--- src/rtl/cpu_pkg.sv ---
// Shared definitions for the main control unit and alu_control: opcodes,
// ALU operation types, mux encodings and the control state encoding.
package cpu_pkg;

    // Opcode field values, instr[15:12]
    localparam logic [3:0] OP_RTYPE = 4'b0000;
    localparam logic [3:0] OP_LW    = 4'b1000;
    localparam logic [3:0] OP_SW    = 4'b1011;
    localparam logic [3:0] OP_BEQ   = 4'b0100;
    localparam logic [3:0] OP_BNE   = 4'b0101;
    localparam logic [3:0] OP_JMP   = 4'b1100;
    localparam logic [3:0] OP_HALT  = 4'b1111;

    // ALU operation types consumed by alu_control
    localparam logic [1:0] ALU_TYPE_A = 2'b00;
    localparam logic [1:0] ALU_TYPE_B = 2'b01;
    localparam logic [1:0] ALU_TYPE_C = 2'b10;
    localparam logic [1:0] ALU_TYPE_D = 2'b11;

    // ALU B-operand mux select
    localparam logic [1:0] SRCB_REG   = 2'b00;
    localparam logic [1:0] SRCB_TWO   = 2'b01;
    localparam logic [1:0] SRCB_IMM   = 2'b10;

    // PC source mux select
    localparam logic [1:0] PC_ALU     = 2'b00;
    localparam logic [1:0] PC_BRANCH  = 2'b01;
    localparam logic [1:0] PC_JUMP    = 2'b10;

    // Control states; codes 11..15 are unused and recover to FETCH
    typedef enum logic [3:0] {
        S_FETCH    = 4'd0,
        S_DECODE   = 4'd1,
        S_EXEC_R   = 4'd2,
        S_RWB      = 4'd3,
        S_MEM_ADDR = 4'd4,
        S_MEM_RD   = 4'd5,
        S_MEM_WB   = 4'd6,
        S_MEM_WR   = 4'd7,
        S_BRANCH   = 4'd8,
        S_JUMP     = 4'd9,
        S_HALT     = 4'd10
    } state_t;

    // True for every opcode the control unit knows how to sequence
    function automatic logic is_legal(input logic [3:0] op);
        case (op)
            OP_RTYPE, OP_LW, OP_SW, OP_BEQ, OP_BNE, OP_JMP, OP_HALT: is_legal = 1'b1;
            default:                                                 is_legal = 1'b0;
        endcase
    endfunction

endpackage

--- src/rtl/main_control_fsm.sv ---
// Multi-cycle main control unit: fetches an instruction, latches its opcode
// and function fields, and steps it through its execution phases while
// driving the datapath strobes and mux selects.
module main_control_fsm
    import cpu_pkg::*;
#(
    parameter int OPC_W = 4,
    parameter int FN_W  = 4
) (
    input  logic            clk,
    input  logic            rst,
    input  logic [15:0]     instr,
    input  logic            mem_ready,
    input  logic            zero,
    output logic [1:0]      alu_op,
    output logic [FN_W-1:0] funct_code,
    output logic            ir_write,
    output logic            pc_write,
    output logic            mem_read,
    output logic            mem_write,
    output logic            reg_write,
    output logic            mem_to_reg,
    output logic [1:0]      alu_src_b,
    output logic [1:0]      pc_src,
    output logic            halted,
    output logic            illegal_op,
    output logic [3:0]      state
);

    state_t             state_q;
    logic [OPC_W-1:0]   opcode_q;
    logic [FN_W-1:0]    funct_q;

    // Register-number and immediate bits belong to the datapath, not here
    logic unused_instr_bits;
    assign unused_instr_bits = ^instr[15-OPC_W:FN_W];

    // State sequencing plus opcode/function latching on a completed fetch
    always_ff @(posedge clk) begin
        if (rst) begin
            state_q  <= S_FETCH;
            opcode_q <= '0;
            funct_q  <= '0;
        end else begin
            case (state_q)
                S_FETCH: begin
                    if (mem_ready) begin
                        opcode_q <= instr[15 -: OPC_W];
                        funct_q  <= instr[FN_W-1:0];
                        state_q  <= S_DECODE;
                    end
                end
                S_DECODE: begin
                    case (opcode_q)
                        OP_RTYPE:      state_q <= S_EXEC_R;
                        OP_LW, OP_SW:  state_q <= S_MEM_ADDR;
                        OP_BEQ, OP_BNE: state_q <= S_BRANCH;
                        OP_JMP:        state_q <= S_JUMP;
                        OP_HALT:       state_q <= S_HALT;
                        default:       state_q <= S_FETCH;
                    endcase
                end
                S_EXEC_R:   state_q <= S_RWB;
                S_RWB:      state_q <= S_FETCH;
                S_MEM_ADDR: state_q <= (opcode_q == OP_LW) ? S_MEM_RD : S_MEM_WR;
                S_MEM_RD:   if (mem_ready) state_q <= S_MEM_WB;
                S_MEM_WB:   state_q <= S_FETCH;
                S_MEM_WR:   if (mem_ready) state_q <= S_FETCH;
                S_BRANCH:   state_q <= S_FETCH;
                S_JUMP:     state_q <= S_FETCH;
                S_HALT:     state_q <= S_HALT;
                default:    state_q <= S_FETCH;
            endcase
        end
    end

    // Per-state outputs; FETCH strobes and the branch pc_write follow their inputs
    always_comb begin
        alu_op     = ALU_TYPE_A;
        ir_write   = 1'b0;
        pc_write   = 1'b0;
        mem_read   = 1'b0;
        mem_write  = 1'b0;
        reg_write  = 1'b0;
        mem_to_reg = 1'b0;
        alu_src_b  = SRCB_REG;
        pc_src     = PC_ALU;
        halted     = 1'b0;
        illegal_op = 1'b0;
        if (!rst) begin
            case (state_q)
                S_FETCH: begin
                    mem_read  = 1'b1;
                    alu_src_b = SRCB_TWO;
                    pc_src    = PC_ALU;
                    ir_write  = mem_ready;
                    pc_write  = mem_ready;
                end
                S_DECODE: illegal_op = ~is_legal(opcode_q);
                S_EXEC_R: begin
                    alu_op    = ALU_TYPE_A;
                    alu_src_b = SRCB_REG;
                end
                S_RWB: begin
                    reg_write  = 1'b1;
                    mem_to_reg = 1'b0;
                end
                S_MEM_ADDR: begin
                    alu_op    = ALU_TYPE_B;
                    alu_src_b = SRCB_IMM;
                end
                S_MEM_RD: mem_read = 1'b1;
                S_MEM_WB: begin
                    reg_write  = 1'b1;
                    mem_to_reg = 1'b1;
                end
                S_MEM_WR: mem_write = 1'b1;
                S_BRANCH: begin
                    alu_op    = ALU_TYPE_C;
                    alu_src_b = SRCB_REG;
                    pc_src    = PC_BRANCH;
                    pc_write  = (opcode_q == OP_BEQ) ? zero : ~zero;
                end
                S_JUMP: begin
                    alu_op   = ALU_TYPE_D;
                    pc_src   = PC_JUMP;
                    pc_write = 1'b1;
                end
                S_HALT:  halted = 1'b1;
                default: ;
            endcase
        end
    end

    assign funct_code = rst ? '0 : funct_q;
    assign state      = rst ? 4'd0 : state_q;

endmodule

--- config.mk ---
export PLATFORM = sky130hd
export DESIGN_NAME = main_control_fsm
export DESIGN_NICKNAME = d
export VERILOG_FILES = /design/src/rtl/cpu_pkg.sv /design/src/rtl/main_control_fsm.sv
export SDC_FILE = /design/constraint.sdc
export NUM_CORES = 1
export LEC_CHECK = 0
export CAP_MARGIN = 20
export CORE_MARGIN = 5
export CORE_UTILIZATION = 35
export CTS_BUF_LIST = sky130_fd_sc_hd__clkbuf_8
export DETAILED_ROUTE_END_ITERATION = 10
export GPL_TIMING_DRIVEN = 0
export HOLD_SLACK_MARGIN = 0.03
export PLACE_DENSITY = 0.71
export SYNTH_ARGS = -nofsm -noshare
export SYNTH_HDL_FRONTEND = slang
export SYNTH_SLANG_ARGS = --single-unit
--- constraint.sdc ---
create_clock -name clk -period 1.37 [get_ports clk]
set_input_delay 0.274 -clock clk [delete_from_list [all_inputs] [get_ports clk]]
set_output_delay 0.274 -clock clk [all_outputs]
set_load 0.01 [all_outputs]
### Word level (Yosys, flattened, before mapping)

Index checks and enable logic that the tools add are counted.

* register bits after elaboration: 12
* logic and storage cells: 67
* output and inout bits: 22

* reduce and logical (&&, ||, !) cells: 9
* multiplexer cells: 34
* bitwise gates (word level): 2
* equal/unequal tests: 19

Operators with widths (number)
* equality test 4 bit (second input constant): 7
* one-hot mux 4 bit (7 select lines): 1
* equality test 4 x 3 -> 1 bit (second input constant): 6
* 2-to-1 mux 4 bit: 5
* one-hot mux 4 bit (5 select lines): 1
* 2-to-1 mux 1 bit: 19
* equality test 4 x 2 -> 1 bit (second input constant): 2
* logical NOT 4 bit: 2
* 2-to-1 mux 2 bit: 4
* one-hot mux 2 bit (2 select lines): 2
* OR reduction 2 bit: 4
* OR reduction 7 bit: 1
* != test 2 bit (second input constant): 3
* one-hot mux 2 bit (3 select lines): 1
* equality test 4 x 1 -> 1 bit (second input constant): 1
* one-hot mux 1 bit (3 select lines): 1
* AND reduction 3 bit: 1
* NOT 1 bit: 2
* AND reduction 2 bit: 1

### Longest topological paths before layout

* depth after elaboration: 8
* gate-level depth with buffers: 6
* mapped depth without buffers: 4

### Least setup slack after synthesis

OpenSTA, ideal clock, no wires.

* path type: register to output
* start: register state_q[1]
* end: output illegal_op
* stages on the path, launching flop included: 4
* required time: 1096 ps
* arrival time: 1266 ps
* slack: -170 ps
* path buffers: 1
* path through: dfxtp_1 > buf_6 > or3_1 > nor4_1

* cells in the longest elaborated chain, start to end: 3

RTL lines
* from (decl): line main_control_fsm.sv:30 `state_t state_q;`
* from (signal assigned): line main_control_fsm.sv:65 `S_MEM_ADDR: state_q <= (opcode_q == OP_LW) ? S_MEM_RD : S_MEM_WR;`
* equality test 4 x 1 -> 1 bit: line main_control_fsm.sv:91 `case (state_q)`
* 2-to-1 mux 1 bit: line main_control_fsm.sv:91
* 2-to-1 mux 1 bit: line main_control_fsm.sv:90 `if (!rst) begin`
* to (decl): line main_control_fsm.sv:26 `output logic illegal_op,`

No other way between the ends.

### Worst setup path after layout

* start: register opcode_q[3]
* end: output pc_write

* cells in the longest elaborated chain, start to end: 4

RTL lines
* from (decl): line main_control_fsm.sv:31 `logic [OPC_W-1:0] opcode_q;`
* from (signal assigned): line main_control_fsm.sv:48 `opcode_q <= instr[15 -: OPC_W];`
* equality test 4 x 3 -> 1 bit: line main_control_fsm.sv:122 `pc_write = (opcode_q == OP_BEQ) ? zero : ~zero;`
* 2-to-1 mux 1 bit: line main_control_fsm.sv:122
* one-hot mux 1 bit (3 select lines): line main_control_fsm.sv:91
* 2-to-1 mux 1 bit: line main_control_fsm.sv:90
* to (decl): line main_control_fsm.sv:18 `output logic pc_write,`

No other way between the ends.

==> flow_summary.toml <==
[status]
outcome = "finished, violations left"
violations = "setup timing"

[floorplan]
die_h_um = 59.41
die_area_um2 = 3530
ios = 42
die_w_um = 59.41
num_rows = 18
core_um2 = 2410
start_util_pct = 35.46

[synthesis]
synth_nets = 128
yosysTopAreaCellShare_pct = 28.11
synth_top_flop_cell = "dfxtp_1"
syn_area_per_cell_um2 = 7.913
seq_area_frac_synth_pct = 28.11
yosys_register_bits = 12
synth_top_cells_by_area = "dfxtp_1 28%, mux2i_1 11%, nor2_1 6.1%"
synthArstFlopShare_pct = 0
syn_inst = 108
synthMostInstantiatedCell = "nor2_1"
synth-xor-area-share_pct = 1.025
synth_area_leader_cell = "dfxtp_1"
synthMuxAreaShare_pct = 10.54
synth_fa_ha_area_share_pct = 0
synth_top_family_by_area = "simple AND/OR/NAND/NOR gates"
synth_compound_area_share_pct = 14.64
synth_common_cells = "14 x nor2_1, 12 x dfxtp_1, 9 x mux2i_1, 7 x nor2b_1, 7 x nor4_1"
synth_cell_types = 37
synthSimpleGateAreaFrac_pct = 37.92
synth_edf_count = 0
synthesis.area_um2 = 854.6
synth_warnings = 0

[sta]
tightest_slew_ps = 353.9
slew_viol_final = 0
finalClockSkew_ps = 6.002
timing.final.crit_period_ps = 1738
setup_slack_ps = -368.3
fin_crit_sh_pct = 126.9
finalSetupViolations = 19
max_freq_ghz = 0.5753
relSlewSlack_pct = 76.40
hold_viol_final = 0
rsz0062_at_grt = "true"

[detailed_routing]
drt-pass1-iter-count = 4
drt_wl_total_um = 3321
drt_iter0_drc = 28
vias_per_cell = 5.607
post_drt_wl_per_cell_um = 16.52
detail-route-antenna-nets = 0
drc = 0
vias = 1127

[flow_run]
cap_violations = 0

[pwr]
internal_power_mw = 1.115
power_leakage_nw = 0.7496
peakVddDrop_uv = 706.8
power.share.sequential_pct = 25.7
power_switching_uw = 618.7
clkPwrFrac_pct = 22.8
power.density_nw_per_um2 = 1025
combPwrFrac_pct = 51.5
swShare_pct = 35.69
total_power_mw = 1.734

[placement]
io_buffers = 33
dp.cells = 171
hpwl_um = 1775
globalplace.congestion = 0.8600

[clock_network]
postCtsHoldBufs = 0
clkTransAtPathRegs_ps = 60
cts_buffers = 3
clk_latency_ps = 250
cts_tree = "done"
cts_root_buf = "clkbuf_8"
cts_sinks = 12
clockBufferDepth = 2
htree_levels = 1

[finish]
layout-drive-gt1-share_pct = 60.23
ff_latch_area_um2 = 256.5
antennaDiodeCount = 0
finalNetCount = 192
area_growth_pct = 97.95
multi_input_area_um2 = 748.2
fin_cells = 201
fillers = 199

[setup_path]
regToRegSetupSlack_ps = -150
critPathRequiredTime_ps = 1100
crit_path_start_kind = "register"
endpoint_kind = "primary output"
cp.arrival_ps = 1460
worstSetupPathType = "register to primary output"
crit_fanout = 7

[global_routing]
antenna_found_initial = 0
grt-ovfl-total = 0
grt_pass1_vias = 1141
grt_usage_pct = 19.17
grt_pass1_wl_um = 5099
grt_max_degree = 11

[hold_path]
hp-class = "input port to register"
==> cell families after synthesis <==
family | after synthesis
muxes | 9
and+or+nand+nor | 56
DFF | 12
buffers and inverters | 11
xor gates and xnor gates | 1
AOI/OAI and AO/OA | 19
==> cells in the final DEF, fill, tap and decap left out, drive strengths merged, types with 2 or more instances in the layout <==
cell and count:
clkdlybuf4s50 9, a211oi 3, a21o 2, nand2b 4
nor2b 7, or3 2, nand3 3, nor4b 2
nor2 16, or2 2, dlygate4sd2 2, dfxtp 12
nand2 3, clkdlybuf4s15 3, mux2i 9, nor4 7
clkbuf 7, buf 50, nor3b 2, and3 2
o21ai 3, nor3 4, inv 3, a21oi 6
==> stage by stage <==
step | setup slack [ps] | TNS [ps] | util, % | hold slack [ps] | instance area (um^2)
after floorplan | -63.22 | -101.8 | - | 417.9 | 883.3
after global placement | -1016 | -18630 | 51.92 | 466.3 | 1251
after detailed placement | -1012 | -18950 | 51.92 | 491.5 | 1251
after CTS | -344.0 | -3213 | 65.42 | 503.6 | 1577
after global routing | -454.0 | -5257 | 70.20 | 532.6 | 1692
final | -368.3 | -4107 | 70.20 | 493.5 | 1692
==> worst max-delay path, cell delays in order (launching register included) <==
cell	delay [ps]
dfxtp_1	440
nand2b_1	180
nor2_2	60
xor2_1	140
a311oi_2	230
buf_2	160
==> power by group through the flow <==
stage                     clock (mW)  sequential, mW  combinational [mW]
final                          0.395           0.446               0.893
after global routing           0.418           0.455               0.952
after CTS                      0.403           0.437               0.791
after detailed placement           0           0.437               0.568
after global placement             0           0.435               0.566
after floorplan                    0           0.428               0.392
==> flip-flops by register name (all words and copies together) (netlist names) <==
register,cells
funct_q,4
opcode_q,4
state_q,4
==> area by class of cell <==
| class | count | area share (%) |
|---|---|---|
| multi-input cells | 85 | 44.23 |
| repair buffers | 61 | 29.59 |
| flip-flops and latches | 12 | 15.16 |
| plain buffers | 6 | 4.586 |
| clock buffers | 4 | 3.254 |
| well taps | 30 | 2.219 |
| inverters | 3 | 0.9615 |
==> repair_timing <==
action                                  4_1_cts  5_1_grt
cloned                                        1        0
pin swaps                                    12       15
setup buffers                                23        7
resized for setup                           133       28
endpoints found under the setup margin       25       34
==> metal layers <==
| metal | global-route usage, % | routed length [um] |
|---|---|---|
| met5 | 0 | 0 |
| met4 | 8.738 | 146 |
| met3 | 4.357 | 251 |
| met2 | 36.51 | 1725 |
| met1 | 19.32 | 1198 |
==> final timing paths <==
check / startpoint / endpoint / depth (start not counted)
max: opcode_q[3] / pc_write / 5
min: rst / state_q[3] / 3
max reg2reg: state_q[1] / state_q[0] / 8
min reg2reg: funct_q[0] / funct_q[0] / 2
Note: power is estimated with default switching activity, not from simulation.
